### src/rtl/quad_delta_pkg.sv
// Shared definitions for the quadrature-count delta block: default widths,
// handshake FSM encoding and saturation-limit helpers.
package quad_delta_pkg;

  localparam int unsigned CNT_W_DEF = 4;
  localparam int unsigned ACC_W_DEF = 8;

  typedef enum logic {
    IDLE = 1'b0,
    ACK  = 1'b1
  } state_t;

  // Signed accumulator limits for a w-bit two's-complement value.
  function automatic int sat_max(input int unsigned w);
    return (1 << (w - 1)) - 1;
  endfunction

  function automatic int sat_min(input int unsigned w);
    return -(1 << (w - 1));
  endfunction

endpackage

### src/rtl/quad_delta_if.sv
// Host read port of quad_delta: four-phase rd_req/rd_ack with a delta snapshot.
interface quad_delta_if
  import quad_delta_pkg::*;
#(
  parameter int unsigned ACC_W = ACC_W_DEF
) ();

  logic             rd_req;
  logic             rd_ack;
  logic [ACC_W-1:0] rd_data;
  logic             rd_ovf;

  modport master (output rd_req, input rd_ack, input rd_data, input rd_ovf);
  modport slave  (input rd_req, output rd_ack, output rd_data, output rd_ovf);

endinterface

### src/rtl/qdelta_sat_add.sv
// ACC_W-bit signed add of a sign-extended CNT_W-bit delta; saturates and flags
// overflow when QUAD_DELTA_SAT_EN is defined, otherwise wraps with ovf_c=0.
module qdelta_sat_add
  import quad_delta_pkg::*;
#(
  parameter int unsigned CNT_W = CNT_W_DEF,
  parameter int unsigned ACC_W = ACC_W_DEF
) (
  input  logic [ACC_W-1:0] a,
  input  logic [CNT_W-1:0] d,
  output logic [ACC_W-1:0] sum_c,
  output logic             ovf_c
);

  logic [ACC_W-1:0] d_ext;
  logic [ACC_W-1:0] raw;

  assign d_ext = {{(ACC_W - CNT_W){d[CNT_W-1]}}, d};
  assign raw   = a + d_ext;

`ifdef QUAD_DELTA_SAT_EN
  localparam logic [ACC_W-1:0] SAT_HI = ACC_W'(sat_max(ACC_W));
  localparam logic [ACC_W-1:0] SAT_LO = ACC_W'(sat_min(ACC_W));

  // Overflow only when both operands share a sign the result does not.
  assign ovf_c = (a[ACC_W-1] == d_ext[ACC_W-1]) && (raw[ACC_W-1] != a[ACC_W-1]);
  assign sum_c = ovf_c ? (a[ACC_W-1] ? SAT_LO : SAT_HI) : raw;
`else
  assign ovf_c = 1'b0;
  assign sum_c = raw;
`endif

endmodule

### src/rtl/quad_delta.sv
// Turns the quadrature timer's wrap-around position count into a signed delta
// accumulated between host reads; optional saturation via QUAD_DELTA_SAT_EN.
module quad_delta
  import quad_delta_pkg::*;
#(
  parameter int unsigned CNT_W = CNT_W_DEF,
  parameter int unsigned ACC_W = ACC_W_DEF
) (
  input  logic             clk,
  input  logic             reset,
  input  logic             ena,
  input  logic [CNT_W-1:0] cnt,
  quad_delta_if.slave      bus
);

  state_t           state, state_nx;
  logic [CNT_W-1:0] prev, prev_nx;
  logic [CNT_W-1:0] delta_c;
  logic             primed, primed_nx;
  logic [ACC_W-1:0] acc, acc_nx;
  logic [ACC_W-1:0] sum_c;
  logic             add_ovf_c;
  logic             rd_ack_q, rd_ack_nx;
  logic [ACC_W-1:0] rd_data_q, rd_data_nx;
  logic             rd_ovf_q, rd_ovf_nx;
`ifdef QUAD_DELTA_SAT_EN
  logic             ovf_acc, ovf_acc_nx;
`endif

  // Modular difference; zero until prev holds a real sample.
  assign delta_c = (ena && primed) ? CNT_W'(cnt - prev) : '0;

  qdelta_sat_add #(
    .CNT_W (CNT_W),
    .ACC_W (ACC_W)
  ) u_add (
    .a     (acc),
    .d     (delta_c),
    .sum_c (sum_c),
    .ovf_c (add_ovf_c)
  );

  always_ff @(posedge clk) begin
    if (reset) begin
      state <= IDLE;
    end else begin
      state <= state_nx;
    end
  end

  always_ff @(posedge clk) begin
    if (reset) begin
      prev      <= '0;
      primed    <= 1'b0;
      acc       <= '0;
      rd_ack_q  <= 1'b0;
      rd_data_q <= '0;
      rd_ovf_q  <= 1'b0;
`ifdef QUAD_DELTA_SAT_EN
      ovf_acc   <= 1'b0;
`endif
    end else begin
      prev      <= prev_nx;
      primed    <= primed_nx;
      acc       <= acc_nx;
      rd_ack_q  <= rd_ack_nx;
      rd_data_q <= rd_data_nx;
      rd_ovf_q  <= rd_ovf_nx;
`ifdef QUAD_DELTA_SAT_EN
      ovf_acc   <= ovf_acc_nx;
`endif
    end
  end

  always_comb begin
    state_nx   = state;
    prev_nx    = prev;
    primed_nx  = primed;
    acc_nx     = sum_c;
    rd_ack_nx  = rd_ack_q;
    rd_data_nx = rd_data_q;
    rd_ovf_nx  = rd_ovf_q;
`ifdef QUAD_DELTA_SAT_EN
    ovf_acc_nx = ovf_acc | add_ovf_c;
`endif

    if (ena) begin
      prev_nx   = cnt;
      primed_nx = 1'b1;
    end

    case (state)
      IDLE: begin
        // Snapshot includes this cycle's delta; accumulator restarts at zero.
        if (bus.rd_req) begin
          rd_data_nx = sum_c;
`ifdef QUAD_DELTA_SAT_EN
          rd_ovf_nx  = ovf_acc | add_ovf_c;
          ovf_acc_nx = 1'b0;
`else
          rd_ovf_nx  = add_ovf_c;
`endif
          acc_nx     = '0;
          rd_ack_nx  = 1'b1;
          state_nx   = ACK;
        end
      end
      ACK: begin
        if (!bus.rd_req) begin
          rd_ack_nx = 1'b0;
          state_nx  = IDLE;
        end
      end
      default: state_nx = IDLE;
    endcase
  end

  assign bus.rd_ack  = rd_ack_q;
  assign bus.rd_data = rd_data_q;
  assign bus.rd_ovf  = rd_ovf_q;

endmodule
### src/flat_wrapper.sv
// flat-port wrapper written by rule: the top's interface ports become plain ports
module quad_delta_flat import quad_delta_pkg::*;
#(
  parameter int unsigned CNT_W = CNT_W_DEF,
  parameter int unsigned ACC_W = ACC_W_DEF
)
  (clk, reset, ena, cnt, bus_rd_req, bus_rd_ack, bus_rd_data, bus_rd_ovf);
  quad_delta_if #(.ACC_W(ACC_W)) bus_i ();
  input  logic clk;
  input  logic reset;
  input  logic ena;
  input  logic [CNT_W-1:0] cnt;
  input wire logic [$bits(bus_i.rd_req)-1:0] bus_rd_req;
  output wire logic [$bits(bus_i.rd_ack)-1:0] bus_rd_ack;
  output wire logic [$bits(bus_i.rd_data)-1:0] bus_rd_data;
  output wire logic [$bits(bus_i.rd_ovf)-1:0] bus_rd_ovf;
  assign bus_i.rd_req = bus_rd_req;
  assign bus_rd_ack = bus_i.rd_ack;
  assign bus_rd_data = bus_i.rd_data;
  assign bus_rd_ovf = bus_i.rd_ovf;
  quad_delta #(.CNT_W(CNT_W), .ACC_W(ACC_W)) u_core (.clk(clk), .reset(reset), .ena(ena), .cnt(cnt), .bus(bus_i));
endmodule
### config.mk
export PLATFORM = sky130hd
export DESIGN_NAME = quad_delta_flat
export DESIGN_NICKNAME = d
export VERILOG_FILES = /design/src/rtl/quad_delta_pkg.sv /design/src/rtl/quad_delta_if.sv /design/src/rtl/qdelta_sat_add.sv /design/src/rtl/quad_delta.sv /design/src/flat_wrapper.sv
export SDC_FILE = /design/constraint.sdc
export NUM_CORES = 1
export LEC_CHECK = 0
export CAP_MARGIN = 20
export CORE_MARGIN = 4
export CORE_UTILIZATION = 45
export DETAILED_ROUTE_END_ITERATION = 8
export HOLD_SLACK_MARGIN = 0.1
export MAX_ROUTING_LAYER = met4
export PLACE_DENSITY = 0.79
export SYNTH_ARGS = -nofsm -noshare
export SYNTH_HDL_FRONTEND = slang
export SYNTH_SLANG_ARGS = --single-unit
### constraint.sdc
create_clock -name clk -period 6 [get_ports clk]
set_input_delay 1.2 -clock clk [delete_from_list [all_inputs] [get_ports clk]]
set_output_delay 1.2 -clock clk [all_outputs]
set_load 0.01 [all_outputs]
# After elaboration in Yosys (flattened, before gate mapping)
# Index checks and enable logic that the tools add are counted.
totals:
  romBits: 0
  register_bits: 23
  mem_count: 0
  latch_bits: 0
  ram_bits: 0
  out_inout_bits: 10
  inputBits: 8
op_classes:
  n_reduce_logical: 3
  n_mux: 7
  order_cmp: 0
  eq_ne: 2
  mul: 0
  div_mod_pow: 0
  add_sub_neg: 2
  shift: 0
  bitwise: 1
ops:
  columns: ["operator", "n"]
  rows:
  - ["two-way mux 8 bit", 2]
  - ["adder 8 bit", 1]
  - ["two-way mux 4 bit", 1]
  - ["inequality test 2 bit (second input constant)", 2]
  - ["AND reduction 2 bit", 2]
  - ["subtractor 4 bit", 1]
  - ["two-way mux 1 bit", 3]
  - ["case mux 1 bit (2 select lines)", 1]
  - ["logical AND 1 bit", 1]
  - ["inverter 1 bit", 1]

# Depth between registers and ports, before layout
# Gate-level depths: netlist (run 1).
depth:
  word_depth: 5
  mapped_depth: 12
  ltp_nobuf: 12

# Hierarchy
# A second synthesis (run 1) with hierarchy kept.
unflattened:
  hier_cells: 134
  hier_area_um2: 1285.0
modules_own_cells:
  columns: ["mod", "cells_each", "area_each_um2", "instances"]
  rows:
  - ["quad_delta", 90, 942.2, 1]
  - ["qdelta_sat_add", 44, 342.8, 1]

# Worst setup path before layout (run 1)
# No wires, ideal clock.
synth_timing:
  path_kind: "input to register"
  start: "in cnt[0]"
  end: "reg u_core.acc[6]"
  t_required_ns: 5.879
  arrival_ns: 3.234
  setup_slack_ns: 2.644
  path_stages: 11
  setup_ns: 0.121
  n_path_buf: 0
  cell_sequence: "inv_1 ha_1 inv_1 fa_1 and3_1 fa_1 a21o_1 a21o_1 a21oi_1 o21bai_1 mux2i_1"
synth_between:
  elab_chain_len: 5
synth_rtl:
  columns: ["element", "line", "source"]
  rows:
  - ["from (decl)", "flat_wrapper.sv:12", "input logic [CNT_W-1:0] cnt;"]
  - ["subtractor 4 bit (*)", "quad_delta.sv:31", "assign delta_c = (ena && primed) ? CNT_W'(cnt - prev) : '0;"]
  - ["two-way mux 4 bit (*)", "quad_delta.sv:31", null]
  - ["adder 8 bit (*)", "qdelta_sat_add.sv:19", "assign raw = a + d_ext;"]
  - ["two-way mux 8 bit", "quad_delta.sv:95", "if (bus.rd_req) begin"]
  - ["two-way mux 8 bit (*)", "quad_delta.sv:92", "case (state)"]
  - ["to (signal assigned)", "quad_delta.sv:65", "acc <= acc_nx;"]
  - ["to (decl)", "quad_delta.sv:20", "logic [ACC_W-1:0] acc, acc_nx;"]
# Every way passes the cells marked *; elsewhere a longest branch is shown, timed or not.
# A chain may end at the register's enable or synchronous reset.

# Final worst setup path (run 1)
layout_timing:
  start: "in cnt[0]"
  end: "reg u_core.rd_data_q[7] (netlist: u_core.bus.rd_data[7])"
layout_between:
  elab_chain_len: 3
layout_rtl:
  columns: ["element", "line", "source"]
  rows:
  - ["subtractor 4 bit", "quad_delta.sv:31", null]
  - ["two-way mux 4 bit", "quad_delta.sv:31", null]
  - ["adder 8 bit", "qdelta_sat_add.sv:19", null]
  - ["to (signal assigned)", "quad_delta.sv:67", "rd_data_q <= rd_data_nx;"]
  - ["to (decl)", "quad_delta.sv:24", "logic [ACC_W-1:0] rd_data_q, rd_data_nx;"]
# No other way between the ends.

==> run metrics, run 1 <==
status finished, final reports clean; via count of the first global-routing pass 991; fin crit share 62.11%; H-tree level count 1; Critical Path Source Type input port; All-Layer GR Usage 14.85%; minimum period implied by the final worst setup slack 3.727 ns; total number of yosys warnings 0; Post-CTS Setup Bufs 0; fmax 0.2683 GHz; final-report max-slew violation count 0; endpoint kind of the worst setup timing path flop; highest ir drop seen on vdd 0.0001424 V; critical path class in -> reg; Initial Utilization 47.97%; number of maximum-capacitance violations 0; post-CTS sizing 0; commonest non-fill, non-tap cells in the layout 23 x sky130_fd_sc_hd__dfxtp_1, 19 x sky130_fd_sc_hd__nor2_1, 16 x sky130_fd_sc_hd__clkdlybuf4s50_1; number of DRC violations after detailed-routing iteration 0 32; Max clock buf depth 2; Horiz. Die Dim 59.85 um; Placeable Area 2522 sq um; worst-path cell chain clkdlybuf4s50_1, inv_1, ha_1, inv_1, fa_1, and3_1, ha_1, a21o_1, a21oi_1, o31ai_1, a21o_1, a311oi_2; leading cell type in the layout, fill and taps excluded sky130_fd_sc_hd__dfxtp_1; clock tree sinks 23; synth-to-layout area growth 16.34%; Worst path slowest cell sky130_fd_sc_hd__clkdlybuf4s50_1; post-detailed-route count of antenna-violating nets 0; global-route wire length before repair 3.974 mm; largest net degree at the start of global routing 22; Die Height 59.85 um; library cell used as clock root buffer sky130_fd_sc_hd__clkbuf_4; count of unresolved DRC violations after routing 0; CTS hold repair buffers 0; final setup violation count 0; Cell Area, Synth 1210 sq um; slew at the pin closest to its max-slew limit 0.7797 ns; power density over the cells 207.8 nW/um^2; static power due to leakage 0.0006164 uW; detailed-route vias per instance 5.434; setup slack after placement 1.964 ns; final instance area 1408 sq um; RSZ-0062 raised after global routing no; Final TNS setup 0 ns; Hold Vio Cnt, Final 0; library cells used by synthesis 35; post-synthesis register bit count 23; total die area 3582 sq um; Largest stage delay, worst path 0.48 ns; antenna diode count 0; average cell area after synthesis 9.307 sq um; clock skew after layout 0.007387 ns; synthesized net count 151; fraction of layout instances using a drive strength above 1 3.448%; total wire length 2.173 mm; Routed WL per cell 12.42 um; DP HPWL 1.630 mm; number of top-level pins 18; Tightest Hold Check Type reg -> reg; crit path setup slack, layout 2.273 ns; post-synthesis sequential area ratio 38.06%; Clock transition at path regs 0.12 ns; number of antenna violations at the first check in global routing 0; count of mapped cells out of synthesis 130; delay-heaviest family, CP compound AO/OA/AOI/OAI gates; routability congestion estimate 0.8485; Post-layout nets 167; Buffers on Ports 16; total gr overflow 0; Arr. time, crit path 3.95 ns; count of vias placed by the detailed router 951; TritonCTS buffer count 3; critical path peak fanout 3; clock network latency to the later pin of the worst-skew pair 0.31 ns; Row Count 18; relative slew slack 47.86%; CTS tree yes; First-pass DRT Iterations 5; Bufs and invs on worst path 3; Placed Instance Area 1381 sq um; power after layout 292.5 uW; required time of the critical path 6.22 ns
-- layout make-up --
cell class / instances / area [sq um]
fill: 235 / 1115
inverter: 7 / 26.28
timing repair buffer: 16 / 160.2
clock buffer: 4 / 26.28
sequential: 23 / 460.4
tap: 30 / 37.54
multi-input combinational: 95 / 696.9
-- state kept, by name, indices dropped and copies added (netlist names) --
signal,count
u_core.prev,4
u_core.bus.rd_data,8
u_core.primed,1
u_core.state,1
u_core.acc,8
u_core.bus.rd_ack,1
-- worst min-delay path, delay by kind of cell (launching register included) --
family | cells | cell delay [ns]
and+or+nand+nor | 1 | 0.08
AOI/OAI and AO/OA | 1 | 0.05
DFF | 1 | 0.34
-- synthesized netlist by cell type --
master	number	area share, %
sky130_fd_sc_hd__a211o_1	1	0.72
sky130_fd_sc_hd__o22ai_1	1	0.52
sky130_fd_sc_hd__a311oi_2	1	1.2
sky130_fd_sc_hd__or4_1	1	0.62
sky130_fd_sc_hd__nand4b_1	1	0.72
sky130_fd_sc_hd__nand2_1	4	1.2
sky130_fd_sc_hd__nor2b_1	2	1.0
sky130_fd_sc_hd__xnor2_1	4	2.9
sky130_fd_sc_hd__and2_1	3	1.6
sky130_fd_sc_hd__a211oi_1	1	0.62
sky130_fd_sc_hd__mux2i_1	9	7.4
sky130_fd_sc_hd__o21bai_1	1	0.62
sky130_fd_sc_hd__buf_4	2	1.2
sky130_fd_sc_hd__ha_1	11	11
sky130_fd_sc_hd__nand2_2	1	0.52
sky130_fd_sc_hd__dfxtp_1	23	38
sky130_fd_sc_hd__o21a_1	1	0.62
sky130_fd_sc_hd__inv_1	7	2.2
sky130_fd_sc_hd__nor2_1	19	5.9
sky130_fd_sc_hd__and3_1	1	0.52
sky130_fd_sc_hd__nand2b_1	4	2.1
sky130_fd_sc_hd__nand3b_1	1	0.62
sky130_fd_sc_hd__nor4bb_1	1	0.83
sky130_fd_sc_hd__xor2_1	2	1.4
sky130_fd_sc_hd__o21ai_0	2	0.83
sky130_fd_sc_hd__clkbuf_1	2	0.62
sky130_fd_sc_hd__nand3_1	3	1.2
sky130_fd_sc_hd__buf_1	1	0.31
sky130_fd_sc_hd__a21oi_1	8	3.3
sky130_fd_sc_hd__fa_1	2	3.3
sky130_fd_sc_hd__a21o_1	6	3.7
sky130_fd_sc_hd__a31oi_1	1	0.52
sky130_fd_sc_hd__o31ai_1	1	0.62
sky130_fd_sc_hd__nor3b_1	1	0.62
sky130_fd_sc_hd__conb_1	1	0.31
-- layer usage --
| metal | vias up | part of all wire (%) | track usage, % |
|---|---|---|---|
| met2 | 23 | 49 | 25.62 |
| met1 | 454 | 45 | 16.56 |
| met4 | 0 | 0 | 3.481 |
| met3 | 0 | 6.4 | 4.752 |
| li1 | 474 | - | - |
| met5 | - | 0 | - |
-- cell families (layout without fill, tap and decap cells) --
family,count (synthesis),count (layout),share of synthesized area (%)
compound gates,24,24,13.34
mux,9,9,7.446
flops,23,23,38.06
xor+xnor,6,6,4.343
fa+ha+maj,13,13,14.68
simple gates,42,42,17.48
other cells,1,1,0.3099
buf+inv,12,27,4.343
-- where the power goes --
| part | internal, uW | switching, uW | total [uW] |
|---|---|---|---|
| clock network | 26.0 | 45.5 | 71.4 |
| registers | 160 | 3.90 | 164 |
| logic | 27.8 | 29.0 | 56.7 |
-- stage by stage --
stage	utilization (%)	hold WS, ns	instances
floorplan	-	0.4604	130
global placement	54.76	0.4718	171
detailed placement	54.76	0.4816	171
CTS	55.80	0.5014	175
global route	55.80	0.5238	175
finish	55.80	0.5000	175
-- worst paths after layout --
kind	from	endpoint	slack [ns]	cells past startpoint
setup / recovery	cnt[0]	u_core.bus.rd_data[7]	2.27	12
hold / removal	u_core.bus.rd_data[2]	u_core.bus.rd_data[2]	0.50	2
setup reg to reg	u_core.prev[0]	u_core.bus.rd_data[7]	3.36	10
hold reg to reg	u_core.bus.rd_data[2]	u_core.bus.rd_data[2]	0.50	2
No activity file was read; power rests on OpenSTA's default activity.
==> inputs of run 2 (changes only) <==
==> constraint.sdc (replaced) <==
create_clock -name clk -period 3.55 [get_ports clk]
set_input_delay 0.71 -clock clk [delete_from_list [all_inputs] [get_ports clk]]
set_output_delay 0.71 -clock clk [all_outputs]
set_load 0.01 [all_outputs]
==> run 2 against run 1 <==
Design area rose by 0.62%. Total power rose by 69%. Combinational power rose by 70%. Sequential cell count did not move. Sequential power rose by 70%. Critical path depth did not move. Via count fell by 3.0%. Global-route usage fell by 0.20 points. Core utilization rose by 0.35 points. Clock power rose by 67%. Register-to-register slack got worse by 2.4 ns. Clock skew fell by 0.0059 ns. Critical endpoint unchanged.
==> run metrics, run 2 (synthesized netlist as in run 1, its figures left out) <==
setup slack after placement -0.03143 ns (was 1.964 ns); post-CTS sizing 0 (unchanged); static power due to leakage 0.0006239 uW (was 0.0006164 uW); detailed-route vias per instance 5.239 (was 5.434); final instance area 1416 sq um (was 1408 sq um); non-filler instance count after layout 176 (was 175); total die area 3582 sq um (unchanged); total wire length 2.171 mm (was 2.173 mm); Layout fillers 253 (was 235); number of antenna violations at the first check in global routing 0 (unchanged); fin crit share 91.35%; required time of the critical path 3.77 ns (was 6.22 ns); leading cell type in the layout, fill and taps excluded sky130_fd_sc_hd__dfxtp_1 (unchanged); power density over the cells 348.3 nW/um^2 (was 207.8 nW/um^2); CTS tree yes (unchanged); Placeable Area 2522 sq um (unchanged); Post-Place Cells 172 (was 171); final setup violation count 0 (unchanged); share of total power in combinational logic 19.6% (was 19.4%); fmax 0.3084 GHz; switching share of total power 26.82% (was 26.78%); part of the total power dissipated in the clock network 24.1% (was 24.4%); number of maximum-capacitance violations 0 (unchanged); synth-to-layout area growth 17.06% (was 16.34%); Horiz. Die Dim 59.85 um (unchanged); crit path setup slack, layout 0.3071 ns (was 2.273 ns); CTS hold repair buffers 0 (unchanged); commonest non-fill, non-tap cells in the layout 23 x sky130_fd_sc_hd__dfxtp_1, 19 x sky130_fd_sc_hd__nor2_1, 16 x sky130_fd_sc_hd__clkdlybuf4s50_1 (unchanged); Routed WL per cell 12.34 um (was 12.42 um); total gr overflow 0 (unchanged); sequential fraction of design power 56.3% (was 56.2%); critical path peak fanout 3 (unchanged); First-pass DRT Iterations 2 (was 5); library cell used as clock root buffer sky130_fd_sc_hd__clkbuf_4 (unchanged); highest ir drop seen on vdd 0.0002269 V (was 0.0001424 V); post-detailed-route count of antenna-violating nets 0 (unchanged); clock tree sinks 23 (unchanged); number of top-level pins 18 (unchanged); Post-CTS Setup Bufs 0 (unchanged); worst-path cell chain clkdlybuf4s50_1, inv_1, ha_1, inv_1, fa_1, and3_1, ha_1, a21o_1, a21oi_1, o31ai_1, a21o_1, a311oi_2 (unchanged); Clock transition at path regs 0.12 ns (about the same); Hold Vio Cnt, Final 0 (unchanged); Largest stage delay, worst path 0.48 ns (about the same); Worst path slowest cell sky130_fd_sc_hd__clkdlybuf4s50_1 (unchanged); Critical Path Source Type input port (unchanged); Max clock buf depth 2 (unchanged); Row Count 18 (unchanged); All-Layer GR Usage 14.65% (was 14.85%); status finished, final reports clean (unchanged); RSZ-0062 raised after global routing no (unchanged); relative slew slack 51.21% (was 47.86%); minimum period implied by the final worst setup slack 3.243 ns; via count of the first global-routing pass 958 (was 991); critical path class in -> reg (unchanged); number of DRC violations after detailed-routing iteration 0 3 (was 32); fraction of layout instances using a drive strength above 1 4.795% (was 3.448%); count of vias placed by the detailed router 922 (was 951); Bufs and invs on worst path 3 (unchanged); Post-layout nets 168 (was 167); delay-heaviest family, CP compound AO/OA/AOI/OAI gates (unchanged); TritonCTS buffer count 3 (unchanged); clock network latency to the later pin of the worst-skew pair 0.31 ns (about the same); H-tree level count 1 (unchanged); largest net degree at the start of global routing 22 (unchanged); net switching power figure 132.3 uW (was 78.33 uW); Placed Instance Area 1389 sq um (was 1381 sq um); sequential cell area 460.4 sq um (unchanged); endpoint kind of the worst setup timing path flop (unchanged); slew at the pin closest to its max-slew limit 0.7295 ns (was 0.7797 ns); P_int 361.0 uW (was 214.2 uW); Arr. time, crit path 3.46 ns (was 3.95 ns); final-report max-slew violation count 0 (unchanged); area used by multi-input combinational logic 696.9 sq um (unchanged); Die Height 59.85 um (unchanged); routability congestion estimate 0.8528 (was 0.8485); DP HPWL 1.681 mm (was 1.630 mm); count of unresolved DRC violations after routing 0 (unchanged); Buffers on Ports 16 (unchanged); antenna diode count 0 (unchanged); global-route wire length before repair 3.877 mm (was 3.974 mm); Initial Utilization 47.97% (unchanged); Tightest Hold Check Type reg -> reg (unchanged); clock skew after layout 0.001442 ns (was 0.007387 ns)
==> run 2: cell count changes in the layout (fill, tap and decap cells not counted), sizes merged <==
cell	previous run	this run
buf	0	1
clkbuf	4	3
clkinv	0	1
==> run 2: worst paths after layout <==
check,from,slack (ns),depth (start not counted),endpoint
min reg2reg,u_core.bus.rd_data[5],0.50,2,u_core.bus.rd_data[5]
max reg2reg,u_core.prev[0],0.92,10,u_core.bus.rd_data[7]
max,cnt[0],0.31,12,u_core.bus.rd_data[7]
min,u_core.bus.rd_data[5],0.50,2,u_core.bus.rd_data[5]
==> run 2: worst min-delay path: stages, from the launching register on <==
cell and delay (ns):
sky130_fd_sc_hd__dfxtp_1 0.33, sky130_fd_sc_hd__nand2b_1 0.06, sky130_fd_sc_hd__o22ai_1 0.07
==> run 2: cell type report <==
| type | count | share of cell area (%) |
|---|---|---|
| Timing Repair Buffer | 17 | 11.84 |
| Tap cell | 30 | 2.650 |
| Sequential cell | 23 | 32.51 |
| Inverter | 7 | 1.855 |
| Clock inverter | 1 | 0.3534 |
| Multi-Input combinational cell | 95 | 49.20 |
| Clock buffer | 3 | 1.590 |
==> run 2: stage by stage <==
| stage | util (%) | setup TNS [ns] | hold slack [ns] | total power (uW) |
|---|---|---|---|---|
| 5_1_grt | 56.15 | 0 | 0.5425 | 523.7 |
| 3_5_place_dp | 55.06 | -0.03143 | 0.4804 | 381.0 |
| 2_1_floorplan | - | 0 | 0.4604 | 348.0 |
| 6_report | 56.15 | 0 | 0.5030 | 493.3 |
| 4_1_cts | 56.15 | 0 | 0.5045 | 501.6 |
| 3_3_place_gp | 55.06 | 0 | 0.4715 | 377.0 |
==> run 2: power by group through the flow <==
stage                     registers (uW)  logic [uW]  clock network (uW)
after floorplan                      285        62.9                   0
after global placement               283        93.7                   0
after detailed placement             284        97.4                   0
after CTS                            278        97.8                 126
after global routing                 279         109                 135
final                                278        96.5                 119
==> run 2: routing by layer <==
| metal | vias up | track usage [%] | share of wire (%) | wire [um] |
|---|---|---|---|---|
| met4 | 0 | 6.646 | 1.7 | 37 |
| li1 | 476 | - | - | - |
| met1 | 422 | 16.64 | 44 | 961 |
| met2 | 19 | 24.69 | 48 | 1046 |
| met3 | 5 | 2.808 | 5.8 | 126 |
| met5 | - | - | 0 | 0 |
==> inputs of run 3 (changes only) <==
--- a/config.mk
+++ b/config.mk
@@ -5,6 +5,7 @@
 export SDC_FILE = /design/constraint.sdc
 export NUM_CORES = 1
 export LEC_CHECK = 0
+export ABC_CLOCK_PERIOD_IN_PS = 3550
 export CAP_MARGIN = 20
 export CORE_MARGIN = 4
 export CORE_UTILIZATION = 45
==> results of run 3 <==
The final DEF is identical to that of run 2; final timing and power are the same.
